`src/rtl/stream_writer_notify_sink.sv`:
```
// stream_writer_notify_sink
//   Consumer side of the stream writer's notify channel. Each accepted
//   segment notification is buffered in a small FIFO. When it is popped
//   into the output register, it is tagged with a per-transfer sequence
//   number and the running byte count of its transfer. The result is
//   emitted as one 64-bit completion word on a valid/ready stream.
//
// Ports
//   clk            rising-edge clock
//   rst_n          synchronous active-low reset
//   in_size        bytes written in the completed segment
//   in_last        segment closes the current transfer
//   in_valid       notification valid
//   in_ready       notification accepted when in_valid & in_ready
//   out_data       {last, seq[14:0], cumulative bytes[47:0]}
//   out_valid      completion word valid
//   out_ready      downstream accepts when out_valid & out_ready
//   transfers_done count of last-flagged words handed downstream (mod 2^32)
//   idle           FIFO empty and output register empty
module stream_writer_notify_sink #(
  parameter int FIFO_DEPTH = 4,
  parameter int SIZE_BITS  = 48
) (
  input  logic                 clk,
  input  logic                 rst_n,
  input  logic [SIZE_BITS-1:0] in_size,
  input  logic                 in_last,
  input  logic                 in_valid,
  output logic                 in_ready,
  output logic [63:0]          out_data,
  output logic                 out_valid,
  input  logic                 out_ready,
  output logic [31:0]          transfers_done,
  output logic                 idle
);

  localparam int             PTR_W    = (FIFO_DEPTH > 1) ? $clog2(FIFO_DEPTH) : 1;
  localparam logic [PTR_W:0] FULL_CNT = (PTR_W+1)'(FIFO_DEPTH);
  localparam logic [PTR_W:0] CNT_ONE  = (PTR_W+1)'(1);
  localparam logic [PTR_W-1:0] PTR_ONE = PTR_W'(1);

  typedef enum logic {OUT_EMPTY = 1'b0, OUT_FULL = 1'b1} out_state_t;

  // Running byte count wraps silently at 2^48.
  function automatic logic [47:0] cum_add(input logic [47:0]          sum,
                                          input logic [SIZE_BITS-1:0] size);
    return sum + 48'(size);
  endfunction

  // Sequence number wraps 0x7FFF -> 0 through the natural 15-bit overflow.
  function automatic logic [14:0] seq_inc(input logic [14:0] seq);
    return seq + 15'd1;
  endfunction

  logic [SIZE_BITS:0]   fifo_mem [FIFO_DEPTH];
  logic [PTR_W-1:0]     wr_ptr;
  logic [PTR_W-1:0]     rd_ptr;
  logic [PTR_W:0]       fifo_cnt;
  logic                 fifo_full;
  logic                 fifo_empty;
  logic                 push;
  logic                 pop;
  logic                 out_fire;
  logic                 head_last_p0;
  logic [SIZE_BITS-1:0] head_size_p0;
  logic [47:0]          cum_p0;
  logic [47:0]          sum_q;
  logic [14:0]          seq_q;
  logic [63:0]          data_p1;
  logic                 vld_p1;
  out_state_t           state;
  out_state_t           state_nxt;

  assign fifo_full  = (fifo_cnt == FULL_CNT);
  assign fifo_empty = (fifo_cnt == '0);

  // Full is judged before any same-cycle pop, so a full FIFO keeps in_ready
  // low even while the output register is draining.
  assign in_ready = rst_n & ~fifo_full;
  assign idle     = ~rst_n | (~vld_p1 & fifo_empty);

  assign push     = in_valid & in_ready;
  assign out_fire = vld_p1 & out_ready;
  assign pop      = ~fifo_empty & (~vld_p1 | out_ready);

  assign out_data  = data_p1;
  assign out_valid = vld_p1;
  assign vld_p1    = (state == OUT_FULL);

  // ---- stage p0: FIFO head and tagging arithmetic ----
  assign head_last_p0 = fifo_mem[rd_ptr][SIZE_BITS];
  assign head_size_p0 = fifo_mem[rd_ptr][SIZE_BITS-1:0];
  assign cum_p0       = cum_add(sum_q, head_size_p0);

  // FIFO storage carries no reset; validity is tracked by the counters.
  always_ff @(posedge clk) begin
    if (push) fifo_mem[wr_ptr] <= {in_last, in_size};
  end

  always_ff @(posedge clk) begin
    if (!rst_n) begin
      wr_ptr         <= '0;
      rd_ptr         <= '0;
      fifo_cnt       <= '0;
      sum_q          <= '0;
      seq_q          <= '0;
      data_p1        <= '0;
      transfers_done <= '0;
    end else begin
      if (push) wr_ptr <= wr_ptr + PTR_ONE;
      case ({push, pop})
        2'b10:   fifo_cnt <= fifo_cnt + CNT_ONE;
        2'b01:   fifo_cnt <= fifo_cnt - CNT_ONE;
        default: fifo_cnt <= fifo_cnt;
      endcase
      // ---- stage p1: tagged word enters the output register ----
      if (pop) begin
        rd_ptr  <= rd_ptr + PTR_ONE;
        data_p1 <= {head_last_p0, seq_q, cum_p0};
        if (head_last_p0) begin
          sum_q <= '0;
          seq_q <= '0;
        end else begin
          sum_q <= cum_p0;
          seq_q <= seq_inc(seq_q);
        end
      end
      if (out_fire && data_p1[63]) transfers_done <= transfers_done + 32'd1;
    end
  end

  always_ff @(posedge clk) begin
    if (!rst_n) state <= OUT_EMPTY;
    else        state <= state_nxt;
  end

  always_comb begin
    state_nxt = state;
    case (state)
      OUT_EMPTY: if (pop) state_nxt = OUT_FULL;
      OUT_FULL:  if (out_fire && fifo_empty) state_nxt = OUT_EMPTY;
      default:   state_nxt = OUT_EMPTY;
    endcase
  end

`ifndef SYNTHESIS
  logic        hold_q;
  logic [63:0] hold_data_q;

  always_ff @(posedge clk) begin
    hold_q      <= rst_n & out_valid & ~out_ready;
    hold_data_q <= out_data;
    if (rst_n) begin
      assert (!hold_q || (out_valid && out_data == hold_data_q))
        else $error("out_data/out_valid changed while stalled");
      assert (!$isunknown({in_valid, out_ready}))
        else $error("in_valid or out_ready is X");
      assert (!(push && fifo_full)) else $error("push into full FIFO");
      assert (!(pop && fifo_empty)) else $error("pop from empty FIFO");
    end
  end
`endif

endmodule

```
`config.mk`:
```
export PLATFORM = sky130hd
export DESIGN_NAME = stream_writer_notify_sink
export DESIGN_NICKNAME = d
export VERILOG_FILES = /design/src/rtl/stream_writer_notify_sink.sv
export SDC_FILE = /design/constraint.sdc
export NUM_CORES = 1
export LEC_CHECK = 0
export CAP_MARGIN = 20
export CORE_MARGIN = 2
export CORE_UTILIZATION = 55
export CTS_BUF_LIST = sky130_fd_sc_hd__clkbuf_8 sky130_fd_sc_hd__clkbuf_16
export CTS_CLUSTER_SIZE = 10
export DETAILED_ROUTE_END_ITERATION = 10
export HOLD_SLACK_MARGIN = 0.1
export PLACE_DENSITY = 0.77
export SLEW_MARGIN = 30
export SYNTH_ARGS = -nofsm -noshare
export SYNTH_HDL_FRONTEND = slang
export SYNTH_SLANG_ARGS = --single-unit
```
`constraint.sdc`:
```
create_clock -name clk -period 4.5 [get_ports clk]
set_input_delay 0.675 -clock clk [delete_from_list [all_inputs] [get_ports clk]]
set_output_delay 0.675 -clock clk [all_outputs]
set_load 0.01 [all_outputs]
```
==> flow_summary.yaml, run 1 <==
run_status:
  status: "finished clean"
global_route:
  grt.total_usage: 0.247
  gr-total-overflow: 0
  antenna_found_initial: 0
  grt_pass1_wl_microns: 60300
  grt_pass1_vias: 11200
  grt_max_degree: 101
clocking:
  cts.path.max_buffers: 3
  cts_sinks: 365
  cts_tree: "yes"
  root_buffer: "clkbuf_16"
  htreeDepth: 2
  cts_setup_buffers: 0
  postCtsHoldBufs: 0
  clkTransAtPathRegs_ns: 0.05
  numCtsBuffers: 43
  clk_latency_ns: 0.54
  cts_resized: 0
power:
  ir_worst_vdd_mv: 0.540
  pwr_density_cell_mw_per_mm2: 577
  power_mw: 11.2
  p_leak_nw: 7.01
floorplan:
  die_w_microns: 176
  num_rows: 62
  core_sq_mm: 0.0289
  die-area_sq_mm: 0.0310
  fp.dieH_microns: 176
  ios: 152
  start_util: 0.562
drt:
  drtIter0Drc: 929
  viasPerCell: 5.91
  routedWlPerCell_microns: 19.2
  wl_microns: 38000
  vias: 11685
  drtAntennaViolNets: 0
  drc: 0
  firstDrtPassIters: 5
final_layout:
  nNetsFinal: 1672
  drive_gt1_frac: 0.0942
  antenna_cells: 0
  syn2layout_area_growth_pct: 19.2
worst_hold_path:
  hold_depth: 2
  hp-class: "reg2reg"
worst_setup_path:
  crit_fanout: 20
  critical_path_class: "reg2reg"
  crit_path_end_kind: "register"
  r2r_cells: 11
  startpoint_type: "register"
  arrival_ns: 4.46
  critPathRequiredTime_ns: 4.88
logic_synthesis:
  ys_top_cells_by_area: "edfxtp_1 (36%), dfxtp_1 (21%), mux4_2 (6.8%)"
  syn_area_sq_mm: 0.0163
  synth_flop_cell: "edfxtp_1"
  netlist_instances: 1422
  synthArstFlopShare: 0
  ys_ff_latch: 365
  avgSynthCellArea_sq_um: 11.4
  synth.top_cell.area_share: 0.362
  synth_top_area_cell: "edfxtp_1"
  ys_seq_area_frac: 0.570
  yosysUniqueCellTypes: 68
  synth-edff-count: 196
  synth_warnings: 0
  mappedNetlistNets: 1531
sta:
  rsz0062_at_grt: "false"
  hold_ws_ns: 0.454
  skew_ns: 0.0217
  relSlewSlack: 0.377
  tightest_slew_ns: 0.935
  final-hold-violation-count: 0
  drv_slew: 0
  max_clock_freq_mhz: 246
  setup_violations: 0
  finalCritPeriodShare: 0.905
  fin_crit_ns: 4.07
  finalSetupTns_ns: 0
placed_design:
  dp_hpwl_microns: 26000
  numPortBuffers: 151
  gp_congestion: 0.923
job:
  cap_violations: 0
==> per-stage QoR <==
stage | utilization | setup WS [ns] | cell area, sq um | instances
after floorplan | - | 0.466 | 16300 | 1422
after global placement | 0.628 | 0.501 | 18200 | 1902
after detailed placement | 0.628 | 0.494 | 18200 | 1902
after CTS | 0.671 | 0.445 | 19400 | 1977
after global routing | 0.671 | 0.194 | 19400 | 1977
final | 0.671 | 0.427 | 19400 | 1977
==> cells by family (layout without fill, tap and decap cells) <==
kind of cell,count (synthesis),after routing,synth area share
adders and majority gates,56,56,0.0440
DFF,365,365,0.570
buffers and inverters,101,272,0.0238
AOI/OAI and AO/OA,316,316,0.121
muxes,60,60,0.0747
and+or+nand+nor,451,451,0.128
xor gates and xnor gates,73,73,0.0393
==> power by group <==
| part | internal (mW) | switching, mW |
|---|---|---|
| Clock | 1.75 | 1.26 |
| Combinational | 1.60 | 2.45 |
| Sequential | 3.87 | 0.253 |
| Total | 7.23 | 3.96 |
==> registers in the layout (all words and copies together), names as in the netlist, named ones only <==
signal,cells
sum_q,48
rd_ptr,2
wr_ptr,2
fifo_cnt,3
seq_q,15
transfers_done,32
out_valid,1
out_data,64
fifo_mem,196
==> worst paths after layout <==
path	startpoint	to	slack (ns)
worst max-delay path	register	out_data[38]	0.43
worst min-delay path	out_data[35]	out_data[35]	0.45
worst max register to register	register	out_data[38]	0.43
worst min register to register	out_data[35]	out_data[35]	0.45
==> synth_stat cells (all sizes together) (6+ instances only) <==
| cell type | number |
|---|---|
| edfxtp | 196 |
| nand2 | 180 |
| dfxtp | 169 |
| a21oi | 152 |
| nor2 | 108 |
| clkbuf | 55 |
| o21ai | 55 |
| ha | 54 |
| mux4 | 49 |
| xor2 | 38 |
| nand3 | 36 |
| xnor2 | 35 |
| a21o | 30 |
| inv | 24 |
| nand4 | 23 |
| buf | 22 |
| nor3 | 22 |
| and3 | 20 |
| a31oi | 17 |
| or3 | 16 |
| o21a | 11 |
| mux2i | 10 |
| a41oi | 7 |
| and2 | 7 |
| nand2b | 7 |
| nor4 | 7 |
| o21bai | 7 |
| and4 | 6 |
| o211ai | 6 |
==> critical path, cell delays in order (launching register included) <==
cell      delay, ns
dfxtp_4        0.62
mux4_2         0.56
ha_1           0.22
fa_1           0.41
a21o_1         0.21
a221o_1        0.34
a311oi_2       0.39
o21ai_2        0.15
a31oi_2        0.27
o22ai_1        0.21
xnor2_1        0.40
a21oi_1        0.14
==> area by class of cell <==
cell class / count / area (sq um)
clock buffers: 45 / 1100
clock inverters: 30 / 131
fillers: 2159 / 9530
inverters: 24 / 90.1
multi-input cells: 956 / 6630
flip-flops and latches: 365 / 9270
well taps: 384 / 480
repair buffers: 173 / 1690
==> placed cells by master, fill, tap and decap left out, types with 20 or more instances in the layout <==
cell and n:
clkbuf_16 43, o21ai_0 49, xnor2_1 35, nor3_1 21
nor2_1 108, buf_4 20, nand3_1 36, ha_1 54
a21oi_1 150, clkdlybuf4s50_1 151, a21o_1 30, nand2_1 177
dfxtp_1 167, xor2_1 38, nand4_1 23, inv_1 47
edfxtp_1 196, mux4_2 49
==> routing by layer <==
layer  GRT usage  wire (microns)
met1       0.360           17200
met2       0.383           17300
met3      0.0373            2440
met4      0.0854            1110
met5           0               0
(Power assumes the default switching activity.)
==> run 2, diff against run 1 <==
--- a/config.mk
+++ b/config.mk
@@ -12,6 +12,7 @@
 export CTS_CLUSTER_SIZE = 10
 export DETAILED_ROUTE_END_ITERATION = 10
 export HOLD_SLACK_MARGIN = 0.1
+export MAX_ROUTING_LAYER = met4
 export PLACE_DENSITY = 0.77
 export SLEW_MARGIN = 30
 export SYNTH_ARGS = -nofsm -noshare
==> run 2 against run 1 <==
Compared with the run above: register-to-register slack barely moved; worst hold slack got worse by 0.0022 ns; final cell count barely moved; largest cell class unchanged; critical endpoint is now sum_q[40]; largest power group unchanged; fmax fell by 0.33%.
==> flow_summary.yaml, run 2 (same netlist as run 1, synthesis figures left out) <==
run_status:
  status: "finished clean"
clocking:
  htreeDepth: 2
  clkTransAtPathRegs_ns: 0.06
  root_buffer: "clkbuf_16"
  cts_resized: 0
  postCtsHoldBufs: 0
  clk_latency_ns: 0.54
  cts.path.max_buffers: 3
  numCtsBuffers: 43
  cts_setup_buffers: 0
  cts_tree: "yes"
  cts_sinks: 365
global_route:
  gr-total-overflow: 0
  use_met2: 0.416
  grt_pass1_vias: 11658
  grt_pass1_wl_microns: 62300
  antenna_found_initial: 0
  grt.total_usage: 0.262
  grt_max_degree: 71
  grt.met3_usage: 0.0338
  met1_usage: 0.361
  busiest_layer: "met2"
final_layout:
  syn2layout_area_growth_pct: 19.7
  layout_commonest_cell: "edfxtp_1"
  layout_common_cells: "edfxtp_1 (196), nand2_1 (177), dfxtp_1 (167), clkdlybuf4s50_1 (151), a21oi_1 (150)"
  fin_area_sq_mm: 0.0195
  antenna_cells: 0
  largest_reg_flops: 196
  drive_gt1_frac: 0.0948
  top_register: "fifo_mem"
  final_util: 0.673
  nNetsFinal: 1673
power:
  ir_worst_vdd_mv: 0.361
  power_mw: 11.3
  pwr_density_cell_mw_per_mm2: 583
  p_leak_nw: 7.04
drt:
  drc: 0
  wl_microns: 39100
  viasPerCell: 5.97
  routedWlPerCell_microns: 19.8
  drtIter0Drc: 986
  firstDrtPassIters: 8
  drtAntennaViolNets: 0
  vias: 11790
sta:
  final-hold-violation-count: 0
  hold_ws_ns: 0.452
  finalSetupTns_ns: 0
  fin_crit_ns: 4.09
  relSlewSlack: 0.450
  tightest_slew_ns: 0.824
  finalCritPeriodShare: 0.908
  max_clock_freq_mhz: 245
  rsz0062_at_grt: "false"
  skew_ns: 0.0151
  drv_slew: 0
  setup_violations: 0
worst_setup_path:
  crit_path_end_kind: "register"
  critical_path_class: "reg2reg"
  critPathRequiredTime_ns: 4.92
  crit_fanout: 17
  startpoint_type: "register"
  arrival_ns: 4.51
placed_design:
  dp_hpwl_microns: 26400
  gp_congestion: 0.920
  placed_area_sq_mm: 0.0182
  numPortBuffers: 151
floorplan:
  core_sq_mm: 0.0289
  num_rows: 62
  start_util: 0.562
  fp.dieH_microns: 176
  ios: 152
  die_w_microns: 176
  die-area_sq_mm: 0.0310
worst_hold_path:
  hp-start: "out_data[53]"
  hp-class: "reg2reg"
job:
  cap_violations: 0
[run 2: cell count changes in the layout (fill, tap and decap cells not counted), sizes merged]
cell,delta
inv,-5
buf,+1
clkbuf,+2
clkinv,+1
[run 2: metal layers]
layer | share of wire | up-vias
met1 | 0.45 | 5757
met2 | 0.46 | 434
met5 | 0 | -
met3 | 0.064 | 73
li1 | - | 5526
met4 | 0.024 | 0
[run 2: path summary, 6_finish.rpt]
check	endpoint	slack, ns	depth (start not counted)
max	sum_q[40]	0.41	12
min	out_data[53]	0.45	2
max reg2reg	sum_q[40]	0.41	12
min reg2reg	out_data[53]	0.45	2
[run 2: critical path, stage by stage, from the launching register on]
cell and delay, ns:
dfxtp_4 0.56, mux4_2 0.55, ha_1 0.23, fa_1 0.43, a21o_1 0.22, a221oi_2 0.38, nor4_1 0.13, nor3_2 0.28
a21oi_2 0.12, a221oi_2 0.47, nand2_2 0.16, a311oi_1 0.31, o31ai_1 0.11
[run 2: through the flow]
step | cells | setup WS [ns]
final | 1976 | 0.414
after detailed placement | 1903 | 0.462
after global placement | 1903 | 0.524
after floorplan | 1422 | 0.466
after CTS | 1976 | 0.420
after global routing | 1976 | 0.198
[run 2: cell type report]
cell class                 count  area, sq um
clock inverter                26          116
fill                        2119         9460
sequential                   365         9270
timing repair buffer         174         1720
multi-input combinational    956         6630
clock buffer                  47         1160
tap                          384          480
inverter                      24         90.1
[run 2: where the power goes]
group / total (mW) / internal [mW] / switching [mW]
sequential: 4.11 / 3.87 / 0.236
combinational: 4.11 / 1.62 / 2.49
clock: 3.13 / 1.84 / 1.29
